### src/rtl/wait_gen_if.sv
// Bus-side signals of the nWAIT stretch generator, grouped for the 6309E clock generator.
// nWAIT low is a stretch request; the CPU holds E (nE low) for as long as nWAIT stays low.
interface wait_gen_if;
    logic nQ;
    logic nE;
    logic nCS_ROM;
    logic nCS_VDP;
    logic VDP_nWAIT;
    logic CLR_FLAGS;
    logic nWAIT;
    logic BUSY;
    logic TIMEOUT;
    logic CONFLICT;

    modport master (
        output nQ, nE, nCS_ROM, nCS_VDP, VDP_nWAIT, CLR_FLAGS,
        input  nWAIT, BUSY, TIMEOUT, CONFLICT
    );

    modport slave (
        input  nQ, nE, nCS_ROM, nCS_VDP, VDP_nWAIT, CLR_FLAGS,
        output nWAIT, BUSY, TIMEOUT, CONFLICT
    );
endinterface

### src/rtl/wait_gen.sv
// nWAIT stretch generator: fixed wait states for ROM, synchronised V9958 wait with forced release.
// One request per bus cycle, started on Q rising and re-armed on E falling.
module wait_gen #(
    parameter int CW        = 8,
    parameter int ROM_WAITS = 8,
    parameter int VDP_LATCH = 4,
    parameter int TIMEOUT   = 255
) (
    input  logic        MHZ48,
    input  logic        RESET,
    wait_gen_if.slave   bus,
    output logic [2:0]  dbg_state
);
    typedef enum logic [2:0] {
        IDLE     = 3'd0,
        ROM_WAIT = 3'd1,
        VDP_ARM  = 3'd2,
        VDP_WAIT = 3'd3,
        RELEASE  = 3'd4
    } state_t;

    localparam bit            ROM_STRETCH = (ROM_WAITS != 0);
    localparam logic [CW-1:0] ROM_LOAD    = ROM_STRETCH ? CW'(ROM_WAITS - 1) : '0;
    localparam logic [CW-1:0] VDP_LOAD    = CW'(VDP_LATCH - 1);
    localparam logic [CW-1:0] TO_LAST     = CW'(TIMEOUT - 1);

    state_t        state, state_next;
    logic [CW-1:0] cnt, cnt_next;
    logic [CW-1:0] tcnt, tcnt_next;
    logic          nwait_r, nwait_next;
    logic          timeout_r, conflict_r;
    logic          timeout_set, conflict_set;
    logic          sync1, sync2;
    logic          nq_q, ne_q;
    logic          qstart, estop, vsync;

    // VDP_nWAIT is asynchronous; nQ/nE are already MHZ48-synchronous and only need one sample.
    always_ff @(posedge MHZ48 or posedge RESET) begin
        if (RESET) begin
            sync1 <= 1'b1;
            sync2 <= 1'b1;
            nq_q  <= 1'b1;
            ne_q  <= 1'b1;
        end else begin
            sync1 <= bus.VDP_nWAIT;
            sync2 <= sync1;
            nq_q  <= bus.nQ;
            ne_q  <= bus.nE;
        end
    end

    assign vsync  = sync2;
    assign qstart = ~bus.nQ & nq_q;
    assign estop  = bus.nE & ~ne_q;

    always_ff @(posedge MHZ48 or posedge RESET) begin
        if (RESET) begin
            state      <= IDLE;
            cnt        <= '0;
            tcnt       <= '0;
            nwait_r    <= 1'b1;
            timeout_r  <= 1'b0;
            conflict_r <= 1'b0;
        end else begin
            state      <= state_next;
            cnt        <= cnt_next;
            tcnt       <= tcnt_next;
            nwait_r    <= nwait_next;
            // A set in the same cycle as the clear pulse wins.
            timeout_r  <= timeout_set  | (timeout_r  & ~bus.CLR_FLAGS);
            conflict_r <= conflict_set | (conflict_r & ~bus.CLR_FLAGS);
        end
    end

    always_comb begin
        state_next   = state;
        cnt_next     = cnt;
        tcnt_next    = tcnt;
        nwait_next   = nwait_r;
        timeout_set  = 1'b0;
        conflict_set = 1'b0;
        case (state)
            IDLE: begin
                nwait_next = 1'b1;
                if (qstart) begin
                    conflict_set = ~bus.nCS_ROM & ~bus.nCS_VDP;
                    if (!bus.nCS_ROM) begin
                        if (ROM_STRETCH) begin
                            state_next = ROM_WAIT;
                            cnt_next   = ROM_LOAD;
                            nwait_next = 1'b0;
                        end else begin
                            state_next = RELEASE;
                        end
                    end else if (!bus.nCS_VDP) begin
                        state_next = VDP_ARM;
                        cnt_next   = VDP_LOAD;
                        nwait_next = 1'b0;
                    end
                end
            end
            ROM_WAIT: begin
                nwait_next = 1'b0;
                if (cnt == '0) begin
                    state_next = RELEASE;
                    nwait_next = 1'b1;
                end else begin
                    cnt_next = cnt - CW'(1);
                end
            end
            VDP_ARM: begin
                nwait_next = 1'b0;
                if (cnt == '0) begin
                    if (!vsync) begin
                        state_next = VDP_WAIT;
                        tcnt_next  = '0;
                    end else begin
                        state_next = RELEASE;
                        nwait_next = 1'b1;
                    end
                end else begin
                    cnt_next = cnt - CW'(1);
                end
            end
            VDP_WAIT: begin
                nwait_next = 1'b0;
                if (vsync) begin
                    state_next = RELEASE;
                    nwait_next = 1'b1;
                end else if (tcnt == TO_LAST) begin
                    state_next  = RELEASE;
                    nwait_next  = 1'b1;
                    timeout_set = 1'b1;
                end else begin
                    tcnt_next = tcnt + CW'(1);
                end
            end
            RELEASE: begin
                // Holding here until E falls blocks a second request in the same bus cycle.
                nwait_next = 1'b1;
                if (estop) state_next = IDLE;
            end
            default: begin
                state_next = IDLE;
                nwait_next = 1'b1;
            end
        endcase
    end

    always_comb begin
        bus.nWAIT    = nwait_r;
        bus.BUSY     = (state != IDLE);
        bus.TIMEOUT  = timeout_r;
        bus.CONFLICT = conflict_r;
        dbg_state    = state;
    end
endmodule

### src/flat_wrapper.sv
// flat-port wrapper written by rule: the top's interface ports become plain ports
module wait_gen_flat 
#(
    parameter int CW        = 8,
    parameter int ROM_WAITS = 8,
    parameter int VDP_LATCH = 4,
    parameter int TIMEOUT   = 255
)
  (MHZ48, RESET, dbg_state, bus_nQ, bus_nE, bus_nCS_ROM, bus_nCS_VDP, bus_VDP_nWAIT, bus_CLR_FLAGS, bus_nWAIT, bus_BUSY, bus_TIMEOUT, bus_CONFLICT);
  wait_gen_if bus_i ();
  input  logic MHZ48;
  input  logic RESET;
  output logic [2:0] dbg_state;
  input wire logic [$bits(bus_i.nQ)-1:0] bus_nQ;
  input wire logic [$bits(bus_i.nE)-1:0] bus_nE;
  input wire logic [$bits(bus_i.nCS_ROM)-1:0] bus_nCS_ROM;
  input wire logic [$bits(bus_i.nCS_VDP)-1:0] bus_nCS_VDP;
  input wire logic [$bits(bus_i.VDP_nWAIT)-1:0] bus_VDP_nWAIT;
  input wire logic [$bits(bus_i.CLR_FLAGS)-1:0] bus_CLR_FLAGS;
  output wire logic [$bits(bus_i.nWAIT)-1:0] bus_nWAIT;
  output wire logic [$bits(bus_i.BUSY)-1:0] bus_BUSY;
  output wire logic [$bits(bus_i.TIMEOUT)-1:0] bus_TIMEOUT;
  output wire logic [$bits(bus_i.CONFLICT)-1:0] bus_CONFLICT;
  assign bus_i.nQ = bus_nQ;
  assign bus_i.nE = bus_nE;
  assign bus_i.nCS_ROM = bus_nCS_ROM;
  assign bus_i.nCS_VDP = bus_nCS_VDP;
  assign bus_i.VDP_nWAIT = bus_VDP_nWAIT;
  assign bus_i.CLR_FLAGS = bus_CLR_FLAGS;
  assign bus_nWAIT = bus_i.nWAIT;
  assign bus_BUSY = bus_i.BUSY;
  assign bus_TIMEOUT = bus_i.TIMEOUT;
  assign bus_CONFLICT = bus_i.CONFLICT;
  wait_gen #(.CW(CW), .ROM_WAITS(ROM_WAITS), .VDP_LATCH(VDP_LATCH), .TIMEOUT(TIMEOUT)) u_core (.MHZ48(MHZ48), .RESET(RESET), .bus(bus_i), .dbg_state(dbg_state));
endmodule
### config.mk
export PLATFORM = sky130hd
export DESIGN_NAME = wait_gen_flat
export DESIGN_NICKNAME = d
export VERILOG_FILES = /design/src/rtl/wait_gen_if.sv /design/src/rtl/wait_gen.sv /design/src/flat_wrapper.sv
export SDC_FILE = /design/constraint.sdc
export NUM_CORES = 1
export LEC_CHECK = 0
export CAP_MARGIN = 20
export CORE_UTILIZATION = 53
export CTS_BUF_LIST = sky130_fd_sc_hd__clkbuf_8
export CTS_CLUSTER_DIAMETER = 200
export DETAILED_ROUTE_END_ITERATION = 10
export PLACE_DENSITY = 0.78
export SLEW_MARGIN = 20
export SYNTH_ARGS = -nofsm -noshare
export SYNTH_HDL_FRONTEND = slang
export SYNTH_SLANG_ARGS = --single-unit
export TNS_END_PERCENT = 10
### constraint.sdc
create_clock -name MHZ48 -period 1.6 [get_ports MHZ48]
set_input_delay 0.16 -clock MHZ48 [delete_from_list [all_inputs] [get_ports MHZ48]]
set_output_delay 0.16 -clock MHZ48 [all_outputs]
set_load 0.02 [all_outputs]
### Word level (Yosys, flattened, before mapping)

Cells that the tools add are included.

* flip-flop bits (word level): 26
* bits in latches: 0
* RAM bits: 0
* memory bits (read-only): 0
* input port bits: 8
* output and inout port bits: 7
* word-level logic and storage cells: 81
* memories kept: 0

* $add $sub $neg: 2
* $mul: 0
* div/mod/pow operators: 0
* magnitude comparators: 0
* equality and inequality tests: 15
* shift operators: 0
* muxes and demuxes: 33
* bitwise operators: 12
* reduce and logical (&&, ||, !) cells: 9

Operators with widths (count)
* 8-bit 2-to-1 mux: 8
* 8-bit one-hot mux with 2 select lines: 2
* 3-bit 2-to-1 mux: 9
* 3-bit one-hot mux with 5 select lines: 1
* 1-bit 2-to-1 mux: 12
* 8-bit by 1-bit adder with 8-bit output, second input constant: 1
* 8-bit equality test, second input constant: 1
* 8-bit zero test: 1
* 2-bit by 1-bit != test with 1-bit output, second input constant: 4
* 2-bit != test, second input constant: 4
* 8-bit by 1-bit subtractor with 8-bit output, second input constant: 1
* 3-bit by 2-bit equality test with 1-bit output, second input constant: 2
* 6-bit AND reduction: 1
* 1-bit bitwise AND: 5
* 1-bit NOT: 5
* 5-bit AND reduction: 1
* 1-bit one-hot mux with 4 select lines: 1
* 4-bit AND reduction: 1
* 2-bit nonzero test: 2
* 3-bit by 1-bit equality test with 1-bit output, second input constant: 1
* 3-bit equality test, second input constant: 1
* 3-bit zero test: 1
* 3-bit by 1-bit != test with 1-bit output, second input constant: 1
* 3-bit != test, second input constant: 1
* 3 further kinds: 4

### Logic depth before layout (Yosys ltp)

* depth in word-level cells: 5
* gate-level depth with buffers: 8
* gate-level depth less buffers: 7

### Least setup slack after synthesis

OpenSTA, ideal clock, no wires.

* kind: register -> register
* start point: register u_core.state[0] (netlist: u_core.dbg_state[0])
* end point: register u_core.state[1] (netlist: u_core.dbg_state[1])
* arrival time: 1647 ps
* setup slack: -172 ps
* cell stages (with the launch flop): 7
* cell sequence: dfrtp_1 -> buf_4 -> nor3_4 -> inv_1 -> o211ai_4 -> nand2b_4 -> mux2_4

* longest elaborated chain between the ends: 3
* elaborated cells between the ends (all ways): 13

Ends and longest elaborated chain
* start, declared: line wait_gen.sv:27 `state_t state, state_next;`
* start signal, assigned: line wait_gen.sv:65 `state <= state_next;`
* 3-bit by 2-bit equality test with 1-bit output, or another cell as far along: line wait_gen.sv:82 `case (state)`
* 3-bit by 1-bit != test with 1-bit output (no source line), or another cell as far along
* 6-bit AND reduction (no source line)

Several ways; a longest one is shown, not always the timed one.
A chain may end at the register's enable or synchronous reset.

### Worst setup path after layout

* start point: register u_core.cnt[0]
* end point: register u_core.state[1] (netlist: u_core.dbg_state[1])

* longest elaborated chain between the ends: 3
* elaborated cells between the ends (all ways): 4

Ends and longest elaborated chain
* start, declared: line wait_gen.sv:28 `logic [CW-1:0] cnt, cnt_next;`
* start signal, assigned: line wait_gen.sv:66 `cnt <= cnt_next;`
* 8-bit zero test (*): line wait_gen.sv:104, wait_gen.sv:113
* 2-bit by 1-bit != test with 1-bit output (no source line)
* 6-bit AND reduction (no source line) (*)

Every way passes the cells marked *; elsewhere a longest branch is shown, timed or not.

==> key figures <==
Route
  • Vias per cell: 5.73
  • Pre-Repair DR Iteration Count: 4
  • DRT iter0 DRCs: 55
  • Vias: 1415
  • DR DRC count: 0
  • WL per Instance: 16.0 microns
  • Detail Route Antenna Nets: 0
  • Routed WL: 3940 microns

Timing
  • # setup viols final: 19
  • Clk_skew: 0.00443 ns
  • Hold Slack: 0.244 ns
  • Max Transition Viols Final: 0
  • Max Fclk: 541 MHz
  • Slew @ Worst Pin: 0.403 ns
  • RSZ-0062 raised after global routing: yes
  • Post-route worst setup slack: -0.247 ns
  • Fin crit share: 115%
  • Slew headroom: 73.0%
  • Fin crit period: 1.85 ns
  • Hold violation count in the final report: 0

Yosys
  • Post-synth top cells: dfrtp_1, nand2_1, nor2_1
  • Seq/Total Area, Yosys: 42.3%
  • Post-synthesis register bit count: 26
  • Synth Warn #: 0
  • Top cell type's share of synthesized area: 33.9%
  • Dominant cell type by area after synthesis: dfrtp_1
  • Synth cell types: 47
  • Most frequent cell after synthesis: dfrtp_1
  • Top cells by area, synth: dfrtp_1, dfstp_2, nand2_1
  • Synth Instances: 160
  • Netlist area before placement: 0.00155 sq mm
  • Post-Syn Nets: 172
  • Mean Syn Cell Area: 9.70 sq um
  • Predominant post-synthesis flop cell: dfrtp_1
  • Post-synth EDFFs: 0
  • Async SR Flop Fraction: 100%

Clock tree
  • Clock Sinks: 26
  • CTS root buf: clkbuf_8
  • Clk buf depth: 2
  • Clk Latency, worst-skew pair: 0.27 ns
  • H-tree Lvls: 1
  • Worst-path clk slew: 0.09 ns
  • TritonCTS buffer count: 3
  • CTS tree: built

Global route
  • Vias in the first global route: 1407
  • Largest net degree at the start of global routing: 27
  • Gr usage total: 26.3%
  • Initial antenna violation count: 0
  • First-pass GRT wire length: 6510 microns
  • Final global-route overflow total: 0

Floorplanning
  • Row count: 19
  • Die area: 0.00315 sq mm
  • I/O pin count: 15
  • Initial Utilization: 56.3%
  • Core ar.: 0.00276 sq mm
  • Die Ht: 56.1 microns
  • Die Width: 56.1 microns

Min path
  • Hold Crit Class: input port to async pin

Pwr
  • Pwr Density: 1520 mW/mm^2
  • Leak pwr: 0.000974 uW
  • Total chip power: 3290 uW
  • Max IR drop VDD: 1.19 mV

Job
  • Maximum Capacitance Violations: 0

Setup path
  • CP Class: flop to flop
  • CP Launch Type: flop
  • Critical path data arrival time: 2.01 ns
  • CP max FO: 5
  • FF-to-FF setup slack: -0.25 ns
  • WP data required: 1.76 ns
  • Critical path capture point type: flop

Placed design
  • GPL Wtd Cong: 0.988
  • IO buf count: 14
  • DP HPWL: 2820 microns

Finish
  • Nets: 229
  • Layout cells sized above 1: 41.7%
  • N_diodes: 0
  • Syn-to-layout area delta: 39.5%
  • Fill cells: 170

Outcome
  • Failing checks: setup timing
  • Status: complete, but fails checks
-- sequential cells by signal, indices dropped and copies added, names as in the netlist --
| signal | count |
|---|---|
| u_core.cnt | 8 |
| u_core.tcnt | 8 |
| u_core.dbg_state | 3 |
| u_core.bus.CONFLICT | 1 |
| u_core.bus.TIMEOUT | 1 |
| u_core.bus.nWAIT | 1 |
| u_core.ne_q | 1 |
| u_core.nq_q | 1 |
| u_core.sync1 | 1 |
| u_core.sync2 | 1 |
-- worst max-delay path: stages, from the launching register on --
cell and delay [ns]:
dfrtp_1 0.41, inv_2 0.10, ha_4 0.13, nor3b_4 0.35, a211o_4 0.24, o211ai_4 0.07
nand2b_4 0.15, mux2_4 0.29
-- final cells by class --
| class | count | area [sq um] | share of cell area [%] |
|---|---|---|---|
| clock inverter | 1 | 30.0 | 1.39 |
| timing repair buffer | 55 | 447 | 20.6 |
| sequential | 26 | 661 | 30.5 |
| inverter | 7 | 26.3 | 1.21 |
| tap | 31 | 38.8 | 1.79 |
| clock buffer | 3 | 41.3 | 1.91 |
| multi-input combinational | 124 | 921 | 42.5 |
-- report_power, final --
group / switching, uW / internal (uW) / total, uW
sequential: 132 / 817 / 950
combinational: 880 / 909 / 1790
clock: 213 / 335 / 548
total: 1220 / 2060 / 3290
-- what timing repair did --
| item | 4_1_cts | 5_1_grt |
|---|---|---|
| resized for setup | 14 | 19 |
| setup endpoints to repair | 23 | 21 |
| endpoints found under the hold margin | 0 | 0 |
| pin swaps | 8 | 9 |
| gates cloned | 0 | 1 |
| hold buffers | 0 | 0 |
| buffers inserted | 1 | 5 |
-- layout by cell type (no fill, tap or decap), types with 3 or more instances in the layout --
master           synthesis  final
nand2_1                 17     14
nand3_1                  8      7
clkbuf_8                 0      3
dfstp_2                  5      5
dfrtp_1                 21     18
and3_1                   4      4
o21ai_1                  0      8
buf_4                    2     40
nand4_1                  3      3
nor2_1                  14     14
nand2b_1                 8      8
a21oi_1                  9      7
nand2_2                  0      3
a31oi_1                  4      3
inv_1                    7      4
o21ai_2                  2      4
clkdlybuf4s50_1          0     10
inv_2                    0      3
dfrtp_2                  0      3
ha_1                     4      3
-- per-stage QoR --
step           utilization (%)  setup TNS (ns)  cells  setup slack, ns  cell area [sq um]
4_1_cts                   75.6           -2.34    241           -0.204               2080
2_1_floorplan                -          -0.656    160           -0.101               1580
3_3_place_gp              71.7           -1.27    236           -0.121               1980
5_1_grt                   78.5           -3.48    247           -0.282               2160
3_5_place_dp              71.7           -2.56    236           -0.204               1980
6_report                  78.5           -2.54    247           -0.247               2160
-- cell families after synthesis --
family	Yosys count	synth area share (%)
fa+ha+maj	4	3.23
simple gates	72	27.4
compound gates	42	19.4
flops	26	42.3
mux	3	2.34
buf+inv	11	4.11
xor+xnor	2	1.13
-- path summary, 6_finish.rpt --
| check | start | endpoint | cells after the start |
|---|---|---|---|
| setup / recovery | u_core.cnt[0] | u_core.dbg_state[1] | 7 |
| hold / removal | RESET | u_core.tcnt[0] | 3 |
| max in group asynchronous | RESET | u_core.nq_q | 3 |
| setup reg to reg | u_core.cnt[0] | u_core.dbg_state[1] | 7 |
| min in group MHZ48 | bus_VDP_nWAIT | u_core.sync1 | 1 |
| hold reg to reg | u_core.sync1 | u_core.sync2 | 0 |
-- layer usage --
layer / part of all wire (%) / GRT usage (%)
met1: 47 / 38.2
met2: 47 / 42.0
met3: 4.7 / 2.09
met4: 1.2 / 8.36
met5: 0 / 0
(Power assumes the default switching activity.)
